**config.mk**
```make
export PLATFORM = sky130hd
export DESIGN_NAME = riscv_keypad_scanner
export DESIGN_NICKNAME = d
export VERILOG_FILES = /design/src/rtl/riscv_keypad_scanner.sv
export SDC_FILE = /design/constraint.sdc
export NUM_CORES = 1
export LEC_CHECK = 0
export CAP_MARGIN = 20
export CORE_MARGIN = 2
export CORE_UTILIZATION = 24
export CTS_CLUSTER_DIAMETER = 150
export CTS_CLUSTER_SIZE = 40
export DETAILED_ROUTE_END_ITERATION = 16
export PLACE_DENSITY_LB_ADDON = 0.15
export REMOVE_ABC_BUFFERS = 1
export SYNTH_ARGS = -nofsm -noshare
export SYNTH_HDL_FRONTEND = slang
export SYNTH_SLANG_ARGS = --single-unit
```
**constraint.sdc**
```tcl
create_clock -name clk -period 5.4 [get_ports clk]
set_input_delay 0.54 -clock clk [delete_from_list [all_inputs] [get_ports clk]]
set_output_delay 0.54 -clock clk [all_outputs]
set_load 0.02 [all_outputs]
```
**src/rtl/riscv_keypad_scanner.sv**
```systemverilog
// riscv_keypad_scanner: matrix keypad scan, per-frame debounce, press/hold/release FSM and key-event FIFO
module riscv_keypad_scanner #(
    parameter int ROWS       = 4,
    parameter int COLS       = 4,
    parameter int SCAN_DIV   = 50000,
    parameter int DEBOUNCE   = 4,
    parameter int FIFO_DEPTH = 8,
    localparam int CODE_W    = (ROWS * COLS > 1) ? $clog2(ROWS * COLS) : 1,
    localparam int CNT_W     = $clog2(FIFO_DEPTH) + 1
) (
    input  logic              clk,
    input  logic              rst,
    input  logic [ROWS-1:0]   row,
    output logic [COLS-1:0]   col,
    input  logic              pop,
    input  logic              clr_ovf,
    output logic              key_valid,
    output logic [CODE_W-1:0] key_code,
    output logic [CNT_W-1:0]  fifo_count,
    output logic              overflow,
    output logic              key_down,
    output logic [CODE_W-1:0] held_code
);
    localparam int DW  = $clog2(SCAN_DIV);
    localparam int CIW = (COLS > 1) ? $clog2(COLS) : 1;
    localparam int AW  = $clog2(FIFO_DEPTH);
    localparam int DBW = $clog2(DEBOUNCE + 1);

    typedef enum logic [1:0] {IDLE, PRESS_PEND, HELD, RELEASE_PEND} state_t;

    logic [ROWS-1:0]   r_sync1, r_sync2;
    logic [DW-1:0]     r_dwell;
    logic [CIW-1:0]    r_col_idx;
    logic              r_found, r_frame_end, r_res_found;
    logic [CODE_W-1:0] r_best, r_res;
    logic              w_cur_found, w_frame_found;
    logic [CODE_W-1:0] w_cur_code, w_frame_code;

    state_t            r_state, w_state;
    logic [DBW-1:0]    r_cnt, w_cnt;
    logic [CODE_W-1:0] r_cand, w_cand, r_held, w_held;
    logic              w_push;

    logic [CODE_W-1:0] r_mem [FIFO_DEPTH];
    logic [AW-1:0]     r_wp, r_rp;
    logic [CNT_W-1:0]  r_count;
    logic              r_ovf;
    logic              w_full, w_empty, w_do_pop, w_do_push;

    assign col = ~(COLS'(1) << r_col_idx);

    // lowest low row in the current column; descending loop lets the lowest row win
    always_comb begin
        w_cur_found = 1'b0;
        w_cur_code  = '0;
        for (int r = ROWS - 1; r >= 0; r--) begin
            if (!r_sync2[r]) begin
                w_cur_found = 1'b1;
                w_cur_code  = CODE_W'(r * COLS + int'(r_col_idx));
            end
        end
    end

    assign w_frame_found = r_found | w_cur_found;
    assign w_frame_code  = (r_found && (!w_cur_found || r_best < w_cur_code)) ? r_best : w_cur_code;

    always_ff @(posedge clk) begin
        if (!rst) begin
            r_sync1     <= '1;
            r_sync2     <= '1;
            r_dwell     <= '0;
            r_col_idx   <= '0;
            r_found     <= 1'b0;
            r_best      <= '0;
            r_frame_end <= 1'b0;
            r_res_found <= 1'b0;
            r_res       <= '0;
        end else begin
            r_sync1     <= row;
            r_sync2     <= r_sync1;
            r_frame_end <= 1'b0;
            if (r_dwell == DW'(SCAN_DIV - 1)) begin
                r_dwell <= '0;
                if (r_col_idx == CIW'(COLS - 1)) begin
                    r_col_idx   <= '0;
                    r_found     <= 1'b0;
                    r_frame_end <= 1'b1;
                    r_res_found <= w_frame_found;
                    r_res       <= w_frame_code;
                end else begin
                    r_col_idx <= r_col_idx + CIW'(1);
                    r_found   <= w_frame_found;
                    r_best    <= w_frame_code;
                end
            end else begin
                r_dwell <= r_dwell + DW'(1);
            end
        end
    end

    always_ff @(posedge clk) begin
        if (!rst) begin
            r_state <= IDLE;
            r_cnt   <= '0;
            r_cand  <= '0;
            r_held  <= '0;
        end else begin
            r_state <= w_state;
            r_cnt   <= w_cnt;
            r_cand  <= w_cand;
            r_held  <= w_held;
        end
    end

    // a different key while held counts as a release; the new key is debounced from IDLE
    always_comb begin
        w_state = r_state;
        w_cnt   = r_cnt;
        w_cand  = r_cand;
        w_held  = r_held;
        w_push  = 1'b0;
        if (r_frame_end) begin
            case (r_state)
                IDLE: if (r_res_found) begin
                    if (DEBOUNCE == 1) begin
                        w_state = HELD;
                        w_held  = r_res;
                        w_push  = 1'b1;
                        w_cnt   = '0;
                    end else begin
                        w_state = PRESS_PEND;
                        w_cand  = r_res;
                        w_cnt   = DBW'(1);
                    end
                end
                PRESS_PEND: if (r_res_found && r_res == r_cand) begin
                    if (int'(r_cnt) + 1 >= DEBOUNCE) begin
                        w_state = HELD;
                        w_held  = r_cand;
                        w_push  = 1'b1;
                        w_cnt   = '0;
                    end else begin
                        w_cnt = r_cnt + DBW'(1);
                    end
                end else begin
                    w_state = IDLE;
                    w_cnt   = '0;
                end
                HELD: if (!(r_res_found && r_res == r_held)) begin
                    w_state = (DEBOUNCE == 1) ? IDLE : RELEASE_PEND;
                    w_cnt   = (DEBOUNCE == 1) ? '0 : DBW'(1);
                end
                RELEASE_PEND: if (!(r_res_found && r_res == r_held)) begin
                    w_state = (int'(r_cnt) + 1 >= DEBOUNCE) ? IDLE : RELEASE_PEND;
                    w_cnt   = (int'(r_cnt) + 1 >= DEBOUNCE) ? '0 : r_cnt + DBW'(1);
                end else begin
                    w_state = HELD;
                    w_cnt   = '0;
                end
            endcase
        end
    end

    assign w_full    = r_count == CNT_W'(FIFO_DEPTH);
    assign w_empty   = r_count == '0;
    assign w_do_pop  = pop && !w_empty;
    assign w_do_push = w_push && (!w_full || w_do_pop);

    always_ff @(posedge clk) begin
        if (w_do_push) r_mem[r_wp] <= w_held;
    end

    always_ff @(posedge clk) begin
        if (!rst) begin
            r_wp    <= '0;
            r_rp    <= '0;
            r_count <= '0;
            r_ovf   <= 1'b0;
        end else begin
            if (w_do_push) r_wp <= r_wp + AW'(1);
            if (w_do_pop) r_rp <= r_rp + AW'(1);
            r_count <= r_count + CNT_W'(w_do_push) - CNT_W'(w_do_pop);
            r_ovf   <= (w_push && w_full && !w_do_pop) || (r_ovf && !clr_ovf);
        end
    end

    assign key_valid  = !w_empty;
    assign key_code   = w_empty ? '0 : r_mem[r_rp];
    assign fifo_count = r_count;
    assign overflow   = r_ovf;
    assign key_down   = (r_state == HELD) || (r_state == RELEASE_PEND);
    assign held_code  = r_held;
endmodule

```
==> metrics.cfg, run 1 <==
[cts]
htreeDepth=3
clockRootBuffer=clkbuf_16
numCtsBuffers=9
cts_buffer_depth=2
cts_tree=yes
cts_setup_buffers=0
postCtsHoldBufs=0
postCtsResizedCells=0
clk_pin_slew_ns=0.07
cts_sinks=96
clk_latency_ns=0.35

[timing]
post-route-period-util_pct=53.6
setup_viol=0
hold_violations=0
setup_slack_ns=2.50
rsz0062_at_grt=no
relSlewSlack_pct=44.5
fmax_ghz=0.345
slew_violations=0
fin_skew_ns=0.0116
fin_crit_ns=2.90
tightest_slew_ns=0.831
setup-tns-final_ns=0

[synthesis]
muxShareOfSynthArea_pct=8.53
synth_top_area_cell=dfxtp_1
synth_edf_count=32
synthSimpleGateAreaFrac_pct=17.2
synth_cell_type_count=46
synth-compound-area-share_pct=6.52
synth-adder-area-share_pct=5.26
synth_top_area_share_pct=30.6
yosys_warnings=0
netlist_top_cells_area=dfxtp_1 (31%), edfxtp_1 (23%), ha_1 (4.8%)
synth_flop_cell=dfxtp_1
async_flop_share_pct=0
synth_seq_cells=96
syn_inst=377
synth_top_family_by_area=simple AND/OR/NAND/NOR gates
synth-xor-area-share_pct=5.65
synth.cell_area_um2=4180
ys_seq_area_share_pct=53.6
syn_area_per_cell_um2=11.1

[floorplanning]
core_area_um2=17200
ios=27
die_x_um=136
start_util_pct=24.4
die_area_um2=18500
die_y_um=136
num_rows=48

[placed_design]
gp_congestion=0.777
portBuffers=26
pre_cts_slack_ns=2.46
placed_area_um2=4680
detailed_place_hpwl_um=5900

[grt]
gr-total-overflow=0
grt_first_pass_wirelength_um=14000
globalRouteTotalUtil_pct=10.0
antenna_found_initial=0
grt_pass1_vias=2685
grt_max_degree=24

[hold_path]
hp-class=register to register
hold_path_depth=1
holdPathEnd=r_sync2[0]$_SDFF_PN1_
min_from=r_sync1[0]$_SDFF_PN1_

[critical_path]
r2r-start=r_cnt[0]$_SDFFE_PN0P_
r2r_cells=10
critPathKind=register to output port
worst_ep_required_time_ns=4.86
endpoint_kind=output port
path_max_fanout=8
r2r_end=fifo_count[2]$_SDFF_PN0_
crit_arrival_ns=2.36
regToRegSetupSlack_ns=2.62
crit_path_start_kind=register

[drt]
drt-total-wl_um=8290
final_antenna_net_count=0
dr_total_vias=2685
via_per_inst=4.24
drc_errors=0
wl_per_cell_um=13.1
drtIter0Drc=133
firstDrtPassIters=4

[power]
p_per_area_nw_per_um2=345
peakVddDrop_mv=0.185
p_switching_uw=459
switching_share_pct=26.7
sequentialPowerShare_pct=47.1
power_frac_comb_pct=14.8
p_leak_nw=1.80
power.share.clock_pct=38.2
p_int_mw=1.26

[finish]
fin_util_pct=29.0
final.fill_count=1816
antenna_cells=0
drive_above_1_share_pct=9.07
area_delta_synth_final_pct=19.3
fin_nets=428
fin_area_um2=4990

[status]
status=finished clean

[flow_run]
drv_cap=0

[cell type report]
type | count | area, um2 | area share, %
clock inverter | 7 | 86.3 | 1.73
clock buffer | 9 | 225 | 4.51
timing repair buffer | 27 | 268 | 5.37
tap | 225 | 282 | 5.64
sequential | 96 | 2240 | 44.9
multi-input combinational | 248 | 1810 | 36.2
inverter | 21 | 78.8 | 1.58
[per-layer routing]
| layer | vias up | routed length, um | part of all wire, % | global-route usage, % |
|---|---|---|---|---|
| li1 | 1378 | - | - | - |
| met1 | 1263 | 3880 | 47 | 11.9 |
| met2 | 34 | 3960 | 48 | 16.4 |
| met3 | 10 | 331 | 4.0 | 3.69 |
| met4 | 0 | 129 | 1.6 | 3.82 |
| met5 | - | 0 | 0 | 0 |
[state kept, by name, summed over array words and instances (netlist names), named ones only]
name / flops
r_state: 2
r_wp: 3
r_res: 4
overflow: 1
r_found: 1
r_sync2: 4
r_cnt: 3
held_code: 4
fifo_count: 4
r_res_found: 1
r_mem: 32
r_sync1: 4
r_rp: 3
r_frame_end: 1
r_dwell: 16
r_cand: 4
r_col_idx: 2
r_best: 4
[through the flow]
stage | hold slack, ns | std cells | power [mW]
after floorplan | 0.386 | 365 | 0.994
after global placement | 0.391 | 617 | 1.09
after detailed placement | 0.392 | 617 | 1.09
after CTS | 0.409 | 633 | 1.76
after global routing | 0.422 | 633 | 1.82
final | 0.407 | 633 | 1.72
[kinds of logic after synthesis]
family          Yosys count
mux                      25
fa+ha+maj                17
flops                    96
compound gates           43
xor+xnor                 27
simple gates            136
buf+inv                  33
[power by group through the flow]
stage / Sequential (mW) / Combinational, mW / Clock, mW
after detailed placement: 0.830 / 0.259 / 0
after CTS: 0.815 / 0.260 / 0.685
final: 0.811 / 0.255 / 0.657
after floorplan: 0.834 / 0.160 / 0
after global routing: 0.819 / 0.287 / 0.711
after global placement: 0.830 / 0.259 / 0
[cell usage after synthesis, types with 4 or more instances]
cell type,count
a21oi_1,16
and2_1,9
and3_1,5
clkbuf_1,9
dfxtp_1,64
edfxtp_1,32
ha_1,16
inv_1,21
mux2_2,5
mux2i_1,12
mux4_2,8
nand2_1,12
nand2b_1,14
nand3_1,16
nand4_1,6
nor2_1,49
nor3_1,7
o21ai_0,11
o2bb2ai_1,5
or3_1,4
xnor2_1,16
xor2_1,11
[layout by cell type, fill, tap and decap left out, types with 2 or more instances in the layout]
master	netlist	routed
xnor2_1	16	16
and3_1	5	5
ha_1	16	16
clkinv_4	0	2
nand2b_1	14	14
and2_1	9	9
nand3_1	16	16
nand4_1	6	6
o21ai_0	11	11
inv_8	0	2
nor4b_2	2	2
mux2_2	5	5
nor3_1	7	7
edfxtp_1	32	32
nand2_1	12	12
inv_1	21	21
clkdlybuf4s50_1	0	26
mux4_2	8	8
a21o_1	2	2
or3_1	4	4
o2bb2ai_1	5	5
mux2i_1	12	12
clkbuf_16	0	9
nor2_1	49	49
xor2_1	11	11
dfxtp_1	64	64
and4_1	2	2
a21oi_1	16	16
nand4b_1	2	2
[worst max-delay path, stage by stage (launching register included)]
cell and delay (ns):
dfxtp_1 0.66, mux4_2 0.60, mux2i_1 0.15, nor2_1 0.06, clkdlybuf4s50_1 0.54
[worst max-delay path by stage]
stage	cells after the start	slack [ns]	end	start
2_1_floorplan	10	2.98	fifo_count[2]$_SDFF_PN0_	r_cnt[0]$_SDFFE_PN0P_
3_3_place_gp	8	2.56	fifo_count[1]$_SDFF_PN0_	pop
3_5_place_dp	8	2.46	fifo_count[1]$_SDFF_PN0_	pop
4_1_cts	4	2.42	key_code[1]	register
5_1_grt	4	2.31	key_code[3]	register
6_report	4	2.50	key_code[1]	register
Power figures use the tool's default switching activity.
==> run 2, diff against run 1 <==
==> constraint.sdc (replaced) <==
create_clock -name clk -period 2.7 [get_ports clk]
set_input_delay 0.27 -clock clk [delete_from_list [all_inputs] [get_ports clk]]
set_output_delay 0.27 -clock clk [all_outputs]
set_load 0.02 [all_outputs]
==> run 2 against run 1 <==
Die area is the same. Routed wire length up 0.99%. Register-to-register slack lost 2.3 ns. First-iteration DRC count down 29%. Total power increased by 100%. Clock-buffer cell count did not move. Sequential share of layout area is 0.86 points lower. Cell count increased by 1.6%. Via count up 3.3%. Critical endpoint is now key_code[3]. Highest routed layer unchanged.
==> metrics.cfg, run 2 (synthesis gave the netlist of run 1 again) <==
[floorplanning]
ios=27
start_util_pct=24.4
die_area_um2=18500
num_rows=48
die_x_um=136
core_area_um2=17200
die_y_um=136

[finish]
area_delta_synth_final_pct=21.6
drive_above_1_share_pct=11.2
antenna_cells=0
fin_util_pct=29.6
top_regs=r_mem: 32 flops, r_dwell: 16 flops
layout_commonest_cell=dfxtp_1
fin_nets=438
mostFrequentLayoutCells=dfxtp_1 (64), nor2_1 (49), edfxtp_1 (32), clkdlybuf4s50_1 (26), inv_1 (21)
largest_reg_flops=32
largest-register=r_mem

[drt]
wl_met2_um=3980
final_antenna_net_count=0
via_per_inst=4.31
drtIter0Drc=94
drt-total-wl_um=8370
routed-wl-met3_um=277
drc_errors=0
dr_total_vias=2774
firstDrtPassIters=5
wl_met1_um=3980
highest_layer=met4
wl_per_cell_um=13.0

[power]
power_frac_comb_pct=16.0
sequentialPowerShare_pct=45.3
p_per_area_nw_per_um2=691
p_switching_uw=901
p_leak_nw=1.85
peakVddDrop_mv=0.305
power.share.clock_pct=38.8
switching_share_pct=25.6
p_int_mw=2.62

[timing]
hold_violations=0
setup-tns-final_ns=0
fin_crit_ns=2.42
slew_violations=0
setup_slack_ns=0.280
fin_skew_ns=0.00695
fmax_ghz=0.413
tightest_slew_ns=0.641
relSlewSlack_pct=57.2
rsz0062_at_grt=no
post-route-period-util_pct=89.6
setup_viol=0

[cts]
cts_buffer_depth=2
clockRootBuffer=clkbuf_16
cts_sinks=96
htreeDepth=3
clk_latency_ns=0.35
numCtsBuffers=9
clk_pin_slew_ns=0.07
cts_tree=yes

[grt]
antenna_found_initial=0
grt_pass1_vias=2727
gr-total-overflow=0
grt_first_pass_wirelength_um=13900
grt_max_degree=23
globalRouteTotalUtil_pct=9.84

[critical_path]
cp_top_family=buffers and inverters
worst_ep_required_time_ns=2.43
crit_path_start_kind=register
critPathKind=register to output port
path_max_fanout=8
crit_chain=buf_4 > mux4_2 > mux2i_1 > nor2_1 > clkdlybuf4s50_1
cp_num_buf_inv=2
endpoint_kind=output port
cpMaxStageDelayCell=mux4_2
crit_path_max_incr_delay_ns=0.54
crit_arrival_ns=2.15

[hold_path]
hp-class=register to register

[status]
status=finished clean

[placed_design]
pre_cts_slack_ns=0.227
portBuffers=26
detailed_place_hpwl_um=6010
gp_congestion=0.756

[flow_run]
drv_cap=0

==> run 2: repair_timing <==
| item | 4_1_cts | 5_1_grt |
|---|---|---|
| resized for setup | 0 | 2 |
| hold buffers | 0 | 0 |
| setup endpoints to repair | 0 | 1 |
| setup buffers | 0 | 0 |
==> run 2: cell type report <==
type	instances	area (um2)
clock buffer	9	225
multi-input combinational	248	1820
fill	1806	12100
inverter	21	78.8
timing repair buffer	37	343
sequential	96	2240
tap	225	282
clock inverter	7	96.3
==> run 2: metal layers <==
layer	track usage (%)	vias up
met5	0	-
met4	3.99	0
met3	2.91	10
met2	15.7	39
met1	12.4	1325
li1	-	1400
==> run 2: worst paths after layout <==
check / startpoint / endpoint / slack, ns / depth (start not counted)
max: register / key_code[3] / 0.28 / 5
min: r_sync1[2]$_SDFF_PN1_ / r_sync2[2]$_SDFF_PN1_ / 0.41 / 1
max reg2reg: r_cnt[0]$_SDFFE_PN0P_ / fifo_count[2]$_SDFF_PN0_ / 0.29 / 10
min reg2reg: r_sync1[2]$_SDFF_PN1_ / r_sync2[2]$_SDFF_PN1_ / 0.41 / 1
==> run 2: power by group through the flow <==
stage / Clock, mW / Combinational, mW / Sequential (mW)
2_1_floorplan: 0 / 0.320 / 1.67
3_3_place_gp: 0 / 0.561 / 1.63
3_5_place_dp: 0 / 0.567 / 1.63
4_1_cts: 1.43 / 0.569 / 1.59
5_1_grt: 1.48 / 0.634 / 1.60
6_report: 1.36 / 0.562 / 1.59
==> run 2: stage by stage <==
stage          instance area [um2]  hold slack [ns]  instances  power, mW
3_3_place_gp                  4750            0.395        627       2.19
6_report                      5090            0.408        643       3.52
5_1_grt                       5090            0.432        643       3.72
3_5_place_dp                  4750            0.396        627       2.19
4_1_cts                       5070            0.412        643       3.59
2_1_floorplan                 4130            0.343        365       1.99
